<file path="src/rtl/fetch_redirect_ctrl.sv">
// Fetch-stage redirect controller: arbitrates branch/jump/jump-register redirects,
// buffers one accepted target, issues it to IF and flags wrong-path fetches.
module fetch_redirect_ctrl #(
   parameter int unsigned FLUSH_CYCLES = 1,
   parameter int unsigned CNT_W        = 16
) (
   input  logic             Clock,
   input  logic             Reset,
   input  logic             Stall,
   input  logic [31:0]      PC,
   input  logic             Br_Req,
   input  logic [31:0]      Br_Target,
   input  logic             J_Req,
   input  logic [25:0]      J_Index,
   input  logic             Jr_Req,
   input  logic [31:0]      Jr_Target,
   output logic             Branch_Jump,
   output logic [31:0]      PC_Update,
   output logic             Fetch_Valid,
   output logic             Conflict,
   output logic             Addr_Err,
   output logic             Drop,
   output logic [CNT_W-1:0] Redirect_Cnt
);

   localparam int unsigned FC_W = 3;

   typedef enum logic [1:0] {
      RUN   = 2'd0,
      PEND  = 2'd1,
      FLUSH = 2'd2
   } state_t;

   state_t            state;
   state_t            next_state;
   logic [FC_W-1:0]   flush_cnt;
   logic [31:0]       p_target;
   logic              p_valid;
   logic [31:0]       j_target;
   logic [31:0]       win_target;
   logic              any_req;
   logic              multi_req;
   logic              aligned;
   logic              issue;
   logic              capture;
   logic              busy_drop;
   logic              unused_pc;

   assign unused_pc = ^PC[27:0];
   assign j_target  = {PC[31:28], J_Index, 2'b00};

   // Fixed priority: Jr > J > Br
   always_comb begin
      win_target = Br_Target;
      if (Jr_Req)
         win_target = Jr_Target;
      else if (J_Req)
         win_target = j_target;
   end

   assign any_req   = Jr_Req | J_Req | Br_Req;
   assign multi_req = (Jr_Req & J_Req) | (Jr_Req & Br_Req) | (J_Req & Br_Req);
   assign aligned   = (win_target[1:0] == 2'b00);
   assign p_valid   = (state == PEND);
   assign issue     = p_valid & ~Stall;
   // The buffer frees up in the same cycle it issues, so back-to-back capture is allowed
   assign capture   = any_req & aligned & (~p_valid | issue);
   assign busy_drop = any_req & aligned & p_valid & ~issue;

   always_ff @(posedge Clock) begin
      if (Reset)
         state <= RUN;
      else
         state <= next_state;
   end

   always_comb begin
      next_state = state;
      case (state)
         RUN: begin
            if (capture)
               next_state = PEND;
         end
         PEND: begin
            if (capture)
               next_state = PEND;
            else if (issue)
               next_state = (FLUSH_CYCLES == 0) ? RUN : FLUSH;
         end
         FLUSH: begin
            if (capture)
               next_state = PEND;
            else if (flush_cnt <= FC_W'(1))
               next_state = RUN;
         end
         default: next_state = RUN;
      endcase
   end

   always_comb begin
      Branch_Jump = 1'b0;
      Fetch_Valid = 1'b0;
      Branch_Jump = issue;
      Fetch_Valid = (state == RUN);
   end

   assign PC_Update = p_target;

   // Target buffer, flush window, issue counter and registered error pulses
   always_ff @(posedge Clock) begin
      if (Reset) begin
         p_target     <= 32'd0;
         flush_cnt    <= '0;
         Redirect_Cnt <= '0;
         Conflict     <= 1'b0;
         Addr_Err     <= 1'b0;
         Drop         <= 1'b0;
      end else begin
         if (capture)
            p_target <= win_target;
         if (issue)
            Redirect_Cnt <= Redirect_Cnt + CNT_W'(1);
         if (capture)
            flush_cnt <= '0;
         else if (issue)
            flush_cnt <= FC_W'(FLUSH_CYCLES);
         else if (flush_cnt != '0)
            flush_cnt <= flush_cnt - FC_W'(1);
         Conflict <= multi_req;
         Addr_Err <= any_req & ~aligned;
         Drop     <= busy_drop;
      end
   end

endmodule

</file>
<file path="config.mk">
export PLATFORM = sky130hd
export DESIGN_NAME = fetch_redirect_ctrl
export DESIGN_NICKNAME = d
export VERILOG_FILES = /design/src/rtl/fetch_redirect_ctrl.sv
export SDC_FILE = /design/constraint.sdc
export NUM_CORES = 1
export LEC_CHECK = 0
export BUFFER_PORTS_ARGS = -buffer_cell sky130_fd_sc_hd__buf_2
export CAP_MARGIN = 20
export CORE_MARGIN = 2
export CORE_UTILIZATION = 42
export DETAILED_ROUTE_END_ITERATION = 6
export PLACE_DENSITY = 0.8
export SETUP_SLACK_MARGIN = 0.05
export SLEW_MARGIN = 5
export SYNTH_ARGS = -nofsm -noshare
export SYNTH_HDL_FRONTEND = slang
export SYNTH_SLANG_ARGS = --single-unit
</file>
<file path="constraint.sdc">
create_clock -name Clock -period 1.8 [get_ports Clock]
set_input_delay 0.09 -clock Clock [delete_from_list [all_inputs] [get_ports Clock]]
set_output_delay 0.09 -clock Clock [all_outputs]
set_load 0.005 [all_outputs]
</file>
Yosys cells after proc, flatten, opt, wreduce, memory -nomap -nowiden
Index checks and enable logic that the tools add are counted.
- bits in registers: 56
- word-level logic and storage cells: 51
- add/subtract/negate cells: 2
- magnitude comparators: 1
- multiplexer cells: 10
- eq/ne operators: 5
- reductions and logical operators: 7
- bitwise logic cells: 18
- operators with widths (kind ; number):
    $mux W32 ; 2
    $add A16 B1 Y16 const B ; 1
    $mux W2 ; 5
    $and A1 B1 Y1 ; 9
    $pmux W2 S3 ; 1
    $or A1 B1 Y1 ; 5
    $logic_not A2 Y1 ; 2
    $not A1 Y1 ; 4
    $le A3 B1 Y1 const B ; 1
    $ne A3 B1 Y1 const B ; 1
    $ne A3 B3 Y1 const B ; 1
    $reduce_and A3 Y1 ; 1
    $reduce_bool A3 Y1 ; 1
    $reduce_or A3 Y1 ; 1
    $sub A3 B1 Y3 const B ; 1
    $eq A2 B1 Y1 const B ; 1
    $eq A2 B2 Y1 const B ; 1
    $mux W1 ; 2
    $ne A2 B1 Y1 const B ; 1
    $reduce_bool A2 Y1 ; 1
    $reduce_or A2 Y1 ; 1

Longest topological paths before layout
Gate-level depths: netlist of the first run.
- depth in word-level cells: 7
- mapped depth: 7

Worst setup path after synthesis of the first run
OpenSTA, ideal clock, no wires.
- path kind: flip-flop to flip-flop
- start: register Redirect_Cnt[0]
- end: register Redirect_Cnt[14]
- clock period less this slack: 1556 ps
- data arrival time: 1485 ps
- stages on the path, launching flop included: 6
- path slack: 244 ps
- required time: 1729 ps
- path through: dfxtp_1 ha_1 and3_1 nand2_2 or4_1 a21oi_1
- longest elaborated chain between the ends: 1
- ends and longest elaborated chain (item ; RTL line ; text):
    from (decl) ; 23 ; output logic [CNT_W-1:0] Redirect_Cnt
    from (signal assigned) ; 122 ; Redirect_Cnt <= Redirect_Cnt + CNT_W'(1);
    $add A16 B1 Y16 ; 122 ;
No other way between the ends.
A chain may end at the register's enable or synchronous reset.

Final worst setup path of the first run
Ends and elaborated chain as after synthesis.

==> summary.txt, run 1 <==
STA
  • Max_slew headroom: 54.3%
  • Skew final: 0.0176 ns
  • Setup Viol. Count Final: 0
  • Hold Fails Final Rpt: 0
  • Slew Viols, Final: 0
  • Worst Tran Pin Value: 0.686 ns
  • RSZ-0062 raised after global routing: false
  • Tmin final: 1.63 ns
  • Period utilisation layout: 90.7%
  • Achievable Freq: 612 MHz
  • Setup TNS: 0 ns

Run status
  • Status: finished with violations
  • Failing checks: DRC

Worst setup path
  • Flop-to-flop setup slack: 0.17 ns
  • Worst EP required: 2.05 ns
  • R2R depth: 5
  • Reg2reg start: Redirect_Cnt[0]$_SDFFE_PP0P_
  • Reg-to-reg endpoint: Redirect_Cnt[14]$_SDFFE_PP0P_
  • Crit Path Class: flip-flop to flip-flop
  • Crit path capture type: flip-flop
  • Slowest Stage Delay on Critical Path: 0.52 ns
  • Worst path bufs/invs: 0
  • CP Launch Type: flip-flop
  • Crit-path cells: ha_1 -> and3_1 -> nand2_2 -> or4_1 -> a21oi_1
  • CP arrival: 1.89 ns
  • Cell depth of the worst setup path: 5
  • Family with the most delay on the worst path: simple AND/OR/NAND/NOR gates
  • Critical-path maximum fanout: 7
  • Crit-path slowest cell: or4_1

Min path
  • Hold path depth: 3
  • Min-delay worst type: input port to flip-flop
  • Hold path endpoint: Conflict$_SDFF_PP0_
  • Hold path startpoint: Br_Req

Clock tree
  • Max clock buf depth: 2
  • Clock Pin Slew Worst Setup and Hold Paths: 0.11 ns
  • Clock latency on the worst-skew pair: 0.32 ns
  • H-Tree Depth: 2
  • Clock Tree Root: clkbuf_8
  • Clock sink count: 56
  • Hold buffers post-CTS: 0
  • CTS buffer count: 5
  • CTS tree: yes

Floorplan
  • Initial core utilization: 43.7%
  • Std-Cell Core Area: 0.00642 sq mm
  • I/O pins: 181
  • Die width: 85.7 um
  • Die Ht: 85.7 um
  • FP Rows: 29
  • Die area: 0.00735 sq mm

Logic synthesis
  • Top-count cell post-synth: nand2_1
  • Mapped Area: 0.00281 sq mm
  • Seq/Total Area, Yosys: 40.0%
  • Top_reg_cell synth: dfxtp_1
  • Top-area cell type share of the netlist area: 40.0%
  • Synth cell count leaders: nand2_1 (94), dfxtp_1 (56), a21oi_1 (39), o21ai_0 (35), mux2i_1 (31)
  • Yosys reg bits: 56
  • YS warnings: 0
  • Netlist cell types: 35
  • Post-Syn Area per Cell: 7.77 sq um
  • Cell taking the most area after synthesis: dfxtp_1
  • Post-synthesis async set-or-reset flop share: 0%
  • Synth area leaders: dfxtp_1 (40%), nand2_1 (13%), mux2i_1 (11%)
  • Post-synth EDFFs: 0
  • Mapped Cells: 361
  • Syn_nets: 493

Drt
  • Drt initial violations: 121
  • Per-cell routed wire length: 12.5 um
  • Vias per inst: 5.05
  • Detailed Route WL: 7280 um
  • Pre-antenna DRT Iters: 7
  • DR DRC count: 10
  • Post-route ant nets: 0
  • Vias: 2,938

Global routing
  • Grt total ovfl: 0
  • Vias in the first global route: 2,654
  • Largest net degree at the start of global routing: 60
  • GRT Util Overall: 19.3%
  • Initial antenna violation count: 0
  • First-pass GRT wire length: 11,600 um

Cells and area
  • Finished Layout Cells: 582
  • Share of layout cells above drive strength 1: 34.9%
  • Diodes inserted: 0
  • NumNets Final: 636
  • Area delta synth->final: 34.9%

Place
  • Final HPWL DP: 5520 um
  • Placed Instances: 574
  • Number of port buffers: 152
  • Gpl congestion: 0.841

Power
  • VDD IR max: 0.443 mV
  • PD cells: 691 mW/mm^2
  • Leakage: 1.84 nW

Flow run
  • Max-cap violations: 0
tightest hold or removal path, cell delays in order:
cell     delay [ns]
buf_2          0.12
nand2_1        0.06
a21oi_1        0.06
cells in the final DEF, fill, tap and decap left out, types with 5 or more instances in the layout:
cell,count
a21oi_1,39
buf_2,152
buf_4,6
clkbuf_8,5
dfxtp_1,54
inv_1,5
mux2i_1,31
nand2_1,94
nand3_1,5
nor2_1,16
o21ai_0,35
o31ai_1,5
xor2_1,8
timing repair:
action / 4_1_cts / 5_1_grt
buffers inserted: 0 / 0
resized for setup: 0 / 3
endpoints found under the setup margin: 0 / 3
cell type report:
cell class | count | area, sq um
clock buffers | 5 | 68.8
clock inverters | 3 | 25.0
fillers | 606 | 2640
inverters | 5 | 18.8
multi-input cells | 275 | 1590
flip-flops and latches | 56 | 1120
well taps | 77 | 96.3
repair buffers | 161 | 866
per-layer routing:
metal | GRT usage [%] | share of wire (%)
met3 | 5.29 | 7.8
met2 | 34.7 | 50
met5 | 0 | 0
met4 | 4.91 | 1.2
met1 | 22.7 | 41
flip-flops by register name (all words and copies together) (netlist names):
| register | count |
|---|---|
| Drop | 1 |
| PC_Update | 32 |
| Conflict | 1 |
| Addr_Err | 1 |
| Redirect_Cnt | 16 |
| flush_cnt | 3 |
| state | 2 |
cells by family after synthesis:
family                   count (synthesis)  share of synthesized area (%)
AND/OR/NAND/NOR                        145                           23.3
XOR/XNOR                                10                           3.12
multiplexers                            31                           11.1
AO/OA/AOI/OAI                           85                           16.3
flip-flops                              56                           40.0
buffers and inverters                   30                           4.46
adder cells (fa/ha/maj)                  4                           1.78
stage by stage:
stage          setup WS, ns  cell area (sq um)  total power [mW]  hold WS, ns  util, %
2_1_floorplan         0.244               2810              1.68        0.239        -
6_report              0.167               3780              2.61       0.0533     58.9
3_3_place_gp          0.177               3680              1.92        0.389     57.3
3_5_place_dp          0.131               3680              1.93        0.393     57.3
5_1_grt              0.0592               3780              2.77       0.0563     58.9
4_1_cts               0.102               3770              2.65       0.0458     58.7
report_power, final:
group	switching, mW	internal (mW)
clock	0.432	0.285
combinational	0.285	0.269
sequential	0.0384	1.30
worst max path at each step:
stage | start | to | slack (ns)
after detailed placement | Redirect_Cnt[0]$_SDFFE_PP0P_ | Redirect_Cnt[14]$_SDFFE_PP0P_ | 0.13
after floorplan | Redirect_Cnt[0]$_SDFFE_PP0P_ | Redirect_Cnt[14]$_SDFFE_PP0P_ | 0.24
after global routing | Redirect_Cnt[0]$_SDFFE_PP0P_ | Redirect_Cnt[14]$_SDFFE_PP0P_ | 0.06
after CTS | Redirect_Cnt[0]$_SDFFE_PP0P_ | Redirect_Cnt[14]$_SDFFE_PP0P_ | 0.10
after global placement | Redirect_Cnt[0]$_SDFFE_PP0P_ | Redirect_Cnt[14]$_SDFFE_PP0P_ | 0.18
final | Redirect_Cnt[0]$_SDFFE_PP0P_ | Redirect_Cnt[14]$_SDFFE_PP0P_ | 0.17
No activity file was read; power rests on OpenSTA's default activity.
==> run 2: changes to the inputs <==
--- a/config.mk
+++ b/config.mk
@@ -10,6 +10,7 @@
 export CORE_MARGIN = 2
 export CORE_UTILIZATION = 42
 export DETAILED_ROUTE_END_ITERATION = 6
+export HOLD_SLACK_MARGIN = 0.06
 export PLACE_DENSITY = 0.8
 export SETUP_SLACK_MARGIN = 0.05
 export SLEW_MARGIN = 5
==> run 2 against run 1 <==
- the flow still finishes with violations (DRC)
- sequential share of layout area is 0.12 points lower
- final cell count is 0.17% higher
- worst setup slack hardly changed
- sequential cell count stayed put
- worst hold slack better by 0.027 ns
- final area is 0.40% higher
- first-iteration DRC count is 9.9% lower
- combinational power hardly changed
- clock skew is 0.00069 ns higher
- global-route usage is 0.081 points higher
- clock power hardly changed
- via count is 0.37% higher
- critical path type unchanged
- largest cell class unchanged
==> summary.txt, run 2 (synthesis results as in run 1) <==
Run status
  • Status: finished with violations (unchanged)
  • Failing checks: DRC (unchanged)

STA
  • Setup TNS: 0 ns (unchanged)
  • Setup Viol. Count Final: 0 (unchanged)
  • Slew Viols, Final: 0 (unchanged)
  • Achievable Freq: 612 MHz (about the same)
  • RSZ-0062 raised after global routing: false (unchanged)
  • Skew final: 0.0183 ns (was 0.0176 ns)
  • Max_slew headroom: 54.8% (was 54.3%)
  • Worst Tran Pin Value: 0.678 ns (was 0.686 ns)
  • Hold Fails Final Rpt: 0 (unchanged)
  • Tmin final: 1.63 ns (about the same)
  • Period utilisation layout: 90.7% (about the same)

Cells and area
  • Commonest non-fill, non-tap cells in the layout: buf_2 (152), nand2_1 (94), dfxtp_1 (54) (unchanged)
  • Fin area: 0.00380 sq mm (was 0.00378 sq mm)
  • Max reg flops: 32 (unchanged)
  • Fill cells: 605 (was 606)
  • NumNets Final: 637 (was 636)
  • Area delta synth->final: 35.4% (was 34.9%)
  • Share of layout cells above drive strength 1: 35.0% (was 34.9%)
  • Finished Layout Cells: 583 (was 582)
  • Storage cell area: 0.00112 sq mm (unchanged)
  • Commonest non-fill, non-tap cell in the layout: buf_2 (unchanged)
  • Multi-input gate area: 0.00159 sq mm (about the same)
  • Diodes inserted: 0 (unchanged)

Worst setup path
  • CP Launch Type: flip-flop (unchanged)
  • Crit-path cells: ha_1 -> and3_1 -> nand2_2 -> or4_1 -> a21oi_1 (unchanged)
  • Crit Path Class: flip-flop to flip-flop (unchanged)
  • Crit-path slowest cell: or4_1 (unchanged)
  • Slowest Stage Delay on Critical Path: 0.53 ns (was 0.52 ns)
  • CP arrival: 1.89 ns (about the same)
  • Cell depth of the worst setup path: 5 (unchanged)
  • Family with the most delay on the worst path: simple AND/OR/NAND/NOR gates (unchanged)
  • R2R depth: 5 (unchanged)
  • Worst EP required: 2.05 ns (about the same)
  • Crit path capture type: flip-flop (unchanged)
  • Worst path bufs/invs: 0 (unchanged)
  • Critical-path maximum fanout: 7 (unchanged)

Min path
  • Hold path depth: 3 (unchanged)
  • Min-delay worst type: input port to flip-flop (unchanged)

Floorplan
  • Initial core utilization: 43.7% (unchanged)
  • Std-Cell Core Area: 0.00642 sq mm (unchanged)
  • Die area: 0.00735 sq mm (unchanged)
  • Die width: 85.7 um (unchanged)
  • Die Ht: 85.7 um (unchanged)
  • I/O pins: 181 (unchanged)
  • FP Rows: 29 (unchanged)

Clock tree
  • Clock Pin Slew Worst Setup and Hold Paths: 0.11 ns (about the same)
  • H-Tree Depth: 2 (unchanged)
  • CTS buffer count: 5 (unchanged)
  • CTS tree: yes (unchanged)
  • Clock latency on the worst-skew pair: 0.32 ns (about the same)
  • Clock Tree Root: clkbuf_8 (unchanged)
  • Max clock buf depth: 2 (unchanged)
  • Clock sink count: 56 (unchanged)
  • Setup Buffers After CTS: 0 (unchanged)

Place
  • Number of port buffers: 152 (unchanged)
  • Final HPWL DP: 5520 um (unchanged)
  • Dpl cell area: 0.00368 sq mm (unchanged)
  • Placed Instances: 574 (unchanged)
  • Gpl congestion: 0.841 (unchanged)

Drt
  • Pre-antenna DRT Iters: 7 (unchanged)
  • Vias: 2,949 (was 2,938)
  • Vias per inst: 5.06 (was 5.05)
  • DR DRC count: 10 (unchanged)
  • Drt initial violations: 109 (was 121)
  • Post-route ant nets: 0 (unchanged)
  • Detailed Route WL: 7310 um (was 7280 um)
  • Per-cell routed wire length: 12.5 um (about the same)

Global routing
  • Largest net degree at the start of global routing: 60 (unchanged)
  • Grt total ovfl: 0 (unchanged)
  • GRT Util Overall: 19.4% (was 19.3%)
  • Vias in the first global route: 2,672 (was 2,654)
  • First-pass GRT wire length: 11,600 um (about the same)
  • Initial antenna violation count: 0 (unchanged)

Power
  • Leakage: 1.84 nW (about the same)
  • PD cells: 689 mW/mm^2 (was 691 mW/mm^2)
  • VDD IR max: 0.443 mV (about the same)
  • Pwr Total: 2.62 mW (was 2.61 mW)

Flow run
  • Max-cap violations: 0 (unchanged)
==> run 2: per-layer routing <==
layer  up-vias  GRT usage, %  part of all wire [%]
li1       1522             -                     -
met1      1312          22.7                    41
met2       108          34.9                    50
met3         7          5.29                   7.8
met4         0          4.91                   1.2
met5         -             0                     0
==> run 2: final cells by class <==
| class | count | area share, % |
|---|---|---|
| multi-input cells | 275 | 41.9 |
| flip-flops and latches | 56 | 29.6 |
| repair buffers | 162 | 23.1 |
| well taps | 77 | 2.54 |
| clock buffers | 5 | 1.81 |
| clock inverters | 3 | 0.659 |
| inverters | 5 | 0.494 |
==> run 2: report_power, final <==
part	internal, mW	switching [mW]
Combinational	0.271	0.286
Sequential	1.30	0.0383
Clock	0.285	0.432
Total	1.86	0.756
==> run 2: path summary, 6_finish.rpt <==
kind | from | end | slack (ns)
min | Stall | state[0]$_SDFFE_PP0P_ | 0.08
max | Redirect_Cnt[0]$_SDFFE_PP0P_ | Redirect_Cnt[14]$_SDFFE_PP0P_ | 0.17
max reg2reg | Redirect_Cnt[0]$_SDFFE_PP0P_ | Redirect_Cnt[14]$_SDFFE_PP0P_ | 0.17
min reg2reg | PC_Update[6]$_SDFFE_PP0P_ | PC_Update[6]$_SDFFE_PP0P_ | 0.45
==> run 2: repair_timing <==
item / in CTS / in global routing
hold buffers: 1 / 0
setup endpoints to repair: 0 / 26
hold endpoints to repair: 1 / 0
gates resized for setup: 0 / 4
==> run 2: worst register-to-register path, stage by stage (launching register included) <==
cell and delay [ns]:
dfxtp_2 0.39, ha_1 0.17, and3_1 0.22, nand2_2 0.12, or4_1 0.53, a21oi_1 0.14
==> run 2: through the flow <==
| stage | hold slack [ns] | worst slack [ns] | util (%) |
|---|---|---|---|
| 6_report | 0.0806 | 0.167 | 59.1 |
| 3_3_place_gp | 0.389 | 0.177 | 57.3 |
| 4_1_cts | 0.0763 | 0.102 | 58.9 |
| 3_5_place_dp | 0.393 | 0.131 | 57.3 |
| 5_1_grt | 0.0895 | 0.0594 | 59.1 |
| 2_1_floorplan | 0.239 | 0.244 | - |
==> run 3: changes to the inputs <==
==> constraint.sdc (replaced) <==
create_clock -name Clock -period 1.6 [get_ports Clock]
set_input_delay 0.08 -clock Clock [delete_from_list [all_inputs] [get_ports Clock]]
set_output_delay 0.08 -clock Clock [all_outputs]
set_load 0.005 [all_outputs]
==> run 3 against run 2 <==
- the run still ends with DRC left
- sequential power up 13%
- sequential cell count unchanged
- wire length up 6.9%
- worst setup slack worse by 0.077 ns
- first-iteration DRC count up 23%
- count of clock-buffer cells in the layout unchanged
- non-clock buffer count up 21
- worst hold slack better by 0.026 ns
- register-to-register slack worse by 0.08 ns
- die area unchanged
- largest power group unchanged
==> summary.txt, run 3 (synthesis results as in run 1) <==
Place
  • Gpl congestion: 0.816 (was 0.841)
  • Number of port buffers: 152 (unchanged)
  • Dpl cell area: 0.00378 sq mm (was 0.00368 sq mm)
  • Final HPWL DP: 5820 um (was 5520 um)
  • Dpl ws: 0.0245 ns (was 0.131 ns)
  • Placed Instances: 587 (was 574)

Floorplan
  • FP Rows: 29 (unchanged)
  • Die area: 0.00735 sq mm (unchanged)
  • Die width: 85.7 um (unchanged)
  • I/O pins: 181 (unchanged)
  • Std-Cell Core Area: 0.00642 sq mm (unchanged)
  • Initial core utilization: 43.7% (unchanged)
  • Die Ht: 85.7 um (unchanged)

Clock tree
  • CTS tree: yes (unchanged)
  • Max clock buf depth: 2 (unchanged)
  • Clock latency on the worst-skew pair: 0.31 ns (was 0.32 ns)
  • H-Tree Depth: 2 (unchanged)
  • Clock Tree Root: clkbuf_8 (unchanged)
  • Clock sink count: 56 (unchanged)
  • Clock Pin Slew Worst Setup and Hold Paths: 0.11 ns (about the same)
  • CTS buffer count: 5 (unchanged)

Global routing
  • First-pass GRT wire length: 12,100 um (was 11,600 um)
  • M2 GR Usage: 37.9% (was 34.9%)
  • Global Route met3 Usage: 3.56% (was 5.29%)
  • Grt total ovfl: 0 (unchanged)
  • GR peak layer: met2 (unchanged)
  • GRT Util Overall: 20.2% (was 19.4%)
  • Initial antenna violation count: 0 (unchanged)
  • Grt met1 use: 22.8% (was 22.7%)
  • Largest net degree at the start of global routing: 35 (was 60)
  • Vias in the first global route: 2,807 (was 2,672)

Drt
  • DR DRC count: 11 (was 10)
  • Vias: 3,089 (was 2,949)
  • Per-cell routed wire length: 12.9 um (was 12.5 um)
  • Vias per inst: 5.11 (was 5.06)
  • Post-route ant nets: 0 (unchanged)
  • Pre-antenna DRT Iters: 7 (unchanged)
  • Detailed Route WL: 7820 um (was 7310 um)
  • Drt initial violations: 134 (was 109)

Min path
  • Hold path depth: 3 (unchanged)
  • Hold path startpoint: Br_Req (was Stall)
  • Hold path endpoint: Conflict$_SDFF_PP0_ (was state[0]$_SDFFE_PP0P_)
  • Min-delay worst type: input port to flip-flop (unchanged)

Cells and area
  • Share of layout cells above drive strength 1: 39.2% (was 35.0%)
  • Max reg flops: 32 (unchanged)
  • NumNets Final: 659 (was 637)
  • Multi-input gate area: 0.00162 sq mm (was 0.00159 sq mm)
  • Fin area: 0.00402 sq mm (was 0.00380 sq mm)
  • Diodes inserted: 0 (unchanged)
  • Commonest non-fill, non-tap cell in the layout: buf_2 (unchanged)
  • Area delta synth->final: 43.3% (was 35.4%)
  • Storage cell area: 0.00113 sq mm (was 0.00112 sq mm)
  • Commonest non-fill, non-tap cells in the layout: buf_2 (152), nand2_1 (94), dfxtp_1 (51) (was buf_2 (152), nand2_1 (94), dfxtp_1 (54))
  • Finished Layout Cells: 605 (was 583)
  • Fill cells: 566 (was 605)

STA
  • Skew final: 0.0106 ns (was 0.0183 ns)
  • Period utilisation layout: 94.4% (was 90.7%)
  • Achievable Freq: 662 MHz (was 612 MHz)
  • RSZ-0062 raised after global routing: false (unchanged)
  • Setup TNS: 0 ns (unchanged)
  • Setup ws final: 0.0899 ns (was 0.167 ns)
  • Hold Fails Final Rpt: 0 (unchanged)
  • Setup Viol. Count Final: 0 (unchanged)
  • Tmin final: 1.51 ns (was 1.63 ns)
  • Worst Tran Pin Value: 0.612 ns (was 0.678 ns)
  • Max_slew headroom: 59.1% (was 54.8%)
  • Slew Viols, Final: 0 (unchanged)

Worst setup path
  • Worst EP required: 1.85 ns (was 2.05 ns)
  • CP Launch Type: flip-flop (unchanged)
  • Crit Path Class: flip-flop to flip-flop (unchanged)
  • Crit path capture type: flip-flop (unchanged)
  • Reg2reg start: state[0]$_SDFFE_PP0P_ (was Redirect_Cnt[0]$_SDFFE_PP0P_)
  • Flop-to-flop setup slack: 0.09 ns (was 0.17 ns)
  • R2R depth: 5 (unchanged)
  • Critical-path maximum fanout: 5 (was 7)
  • CP Launch Point: state[0]$_SDFFE_PP0P_ (was Redirect_Cnt[0]$_SDFFE_PP0P_)
  • Reg-to-reg endpoint: Redirect_Cnt[12]$_SDFFE_PP0P_ (was Redirect_Cnt[14]$_SDFFE_PP0P_)
  • Crit-path cells: nor3b_4 -> buf_4 -> nand2_4 -> or4_1 -> a21oi_1 (was ha_1 -> and3_1 -> nand2_2 -> or4_1 -> a21oi_1)
  • Crit-path slowest cell: or4_1 (unchanged)
  • Slowest Stage Delay on Critical Path: 0.48 ns (was 0.53 ns)
  • CP arrival: 1.76 ns (was 1.89 ns)

Run status
  • Failing checks: DRC (unchanged)
  • Status: finished with violations (unchanged)

Power
  • VDD IR max: 0.448 mV (was 0.443 mV)
  • PD cells: 770 mW/mm^2 (was 689 mW/mm^2)
  • Leakage: 1.98 nW (was 1.84 nW)

Flow run
  • Max-cap violations: 0 (unchanged)
[run 3: cell types whose count changed in the layout (fill, tap and decap cells not counted), sizes merged]
cell / previous run / this run
buf: 161 / 182
nand4: 5 / 6
inv: 7 / 5
clkinv: 0 / 1
bufinv: 0 / 1
[run 3: how the worst max path moves through the flow]
| stage | end | slack, ns | cells past startpoint |
|---|---|---|---|
| after detailed placement | Redirect_Cnt[14]$_SDFFE_PP0P_ | 0.02 | 5 |
| after global placement | Redirect_Cnt[14]$_SDFFE_PP0P_ | 0.06 | 5 |
| after floorplan | Redirect_Cnt[14]$_SDFFE_PP0P_ | 0.07 | 5 |
| after global routing | Redirect_Cnt[12]$_SDFFE_PP0P_ | 0.01 | 5 |
| after CTS | Redirect_Cnt[14]$_SDFFE_PP0P_ | 0.05 | 5 |
| final | Redirect_Cnt[12]$_SDFFE_PP0P_ | 0.09 | 5 |
[run 3: critical path, delay by kind of cell (launching register included)]
kind                   cells  cell delay, ns
AOI/OAI and AO/OA          1            0.13
and+or+nand+nor            3            0.80
DFF                        1            0.35
buffers and inverters      1            0.16
[run 3: power breakdown]
group          internal (mW)  switching [mW]
combinational          0.324           0.334
clock                  0.464           0.465
sequential              1.47          0.0410
total                   2.25           0.840
[run 3: cell type report]
cell class / instances / share of cell area, %
Sequential cell: 56 / 28.2
Clock inverter: 3 / 1.06
Multi-Input combinational cell: 276 / 40.4
Inverter: 5 / 0.467
Timing Repair Buffer: 183 / 25.8
Tap cell: 77 / 2.40
Clock buffer: 5 / 1.71
[run 3: what timing repair did]
action,CTS,global route
cloned,0,1
pin swaps,0,8
setup buffers,0,8
hold endpoints to repair,1,0
hold buffers,1,0
resized for setup,7,10
setup endpoints to repair,5,9
[run 3: routing by layer]
layer  routed length, um  vias to the layer above  part of all wire, %
li1                    -                     1576                    -
met1                3090                     1392                   40
met2                4060                      113                   52
met3                 536                        8                  6.9
met4                 128                        0                  1.6
met5                   0                        -                    0
[run 3: stage by stage]
step	total power [mW]	utilization [%]	hold WS, ns
after global placement	2.17	58.8	0.384
after global routing	3.27	62.6	0.128
after detailed placement	2.19	58.8	0.383
final	3.09	62.6	0.106
after CTS	3.12	61.1	0.0667
after floorplan	1.89	-	0.229
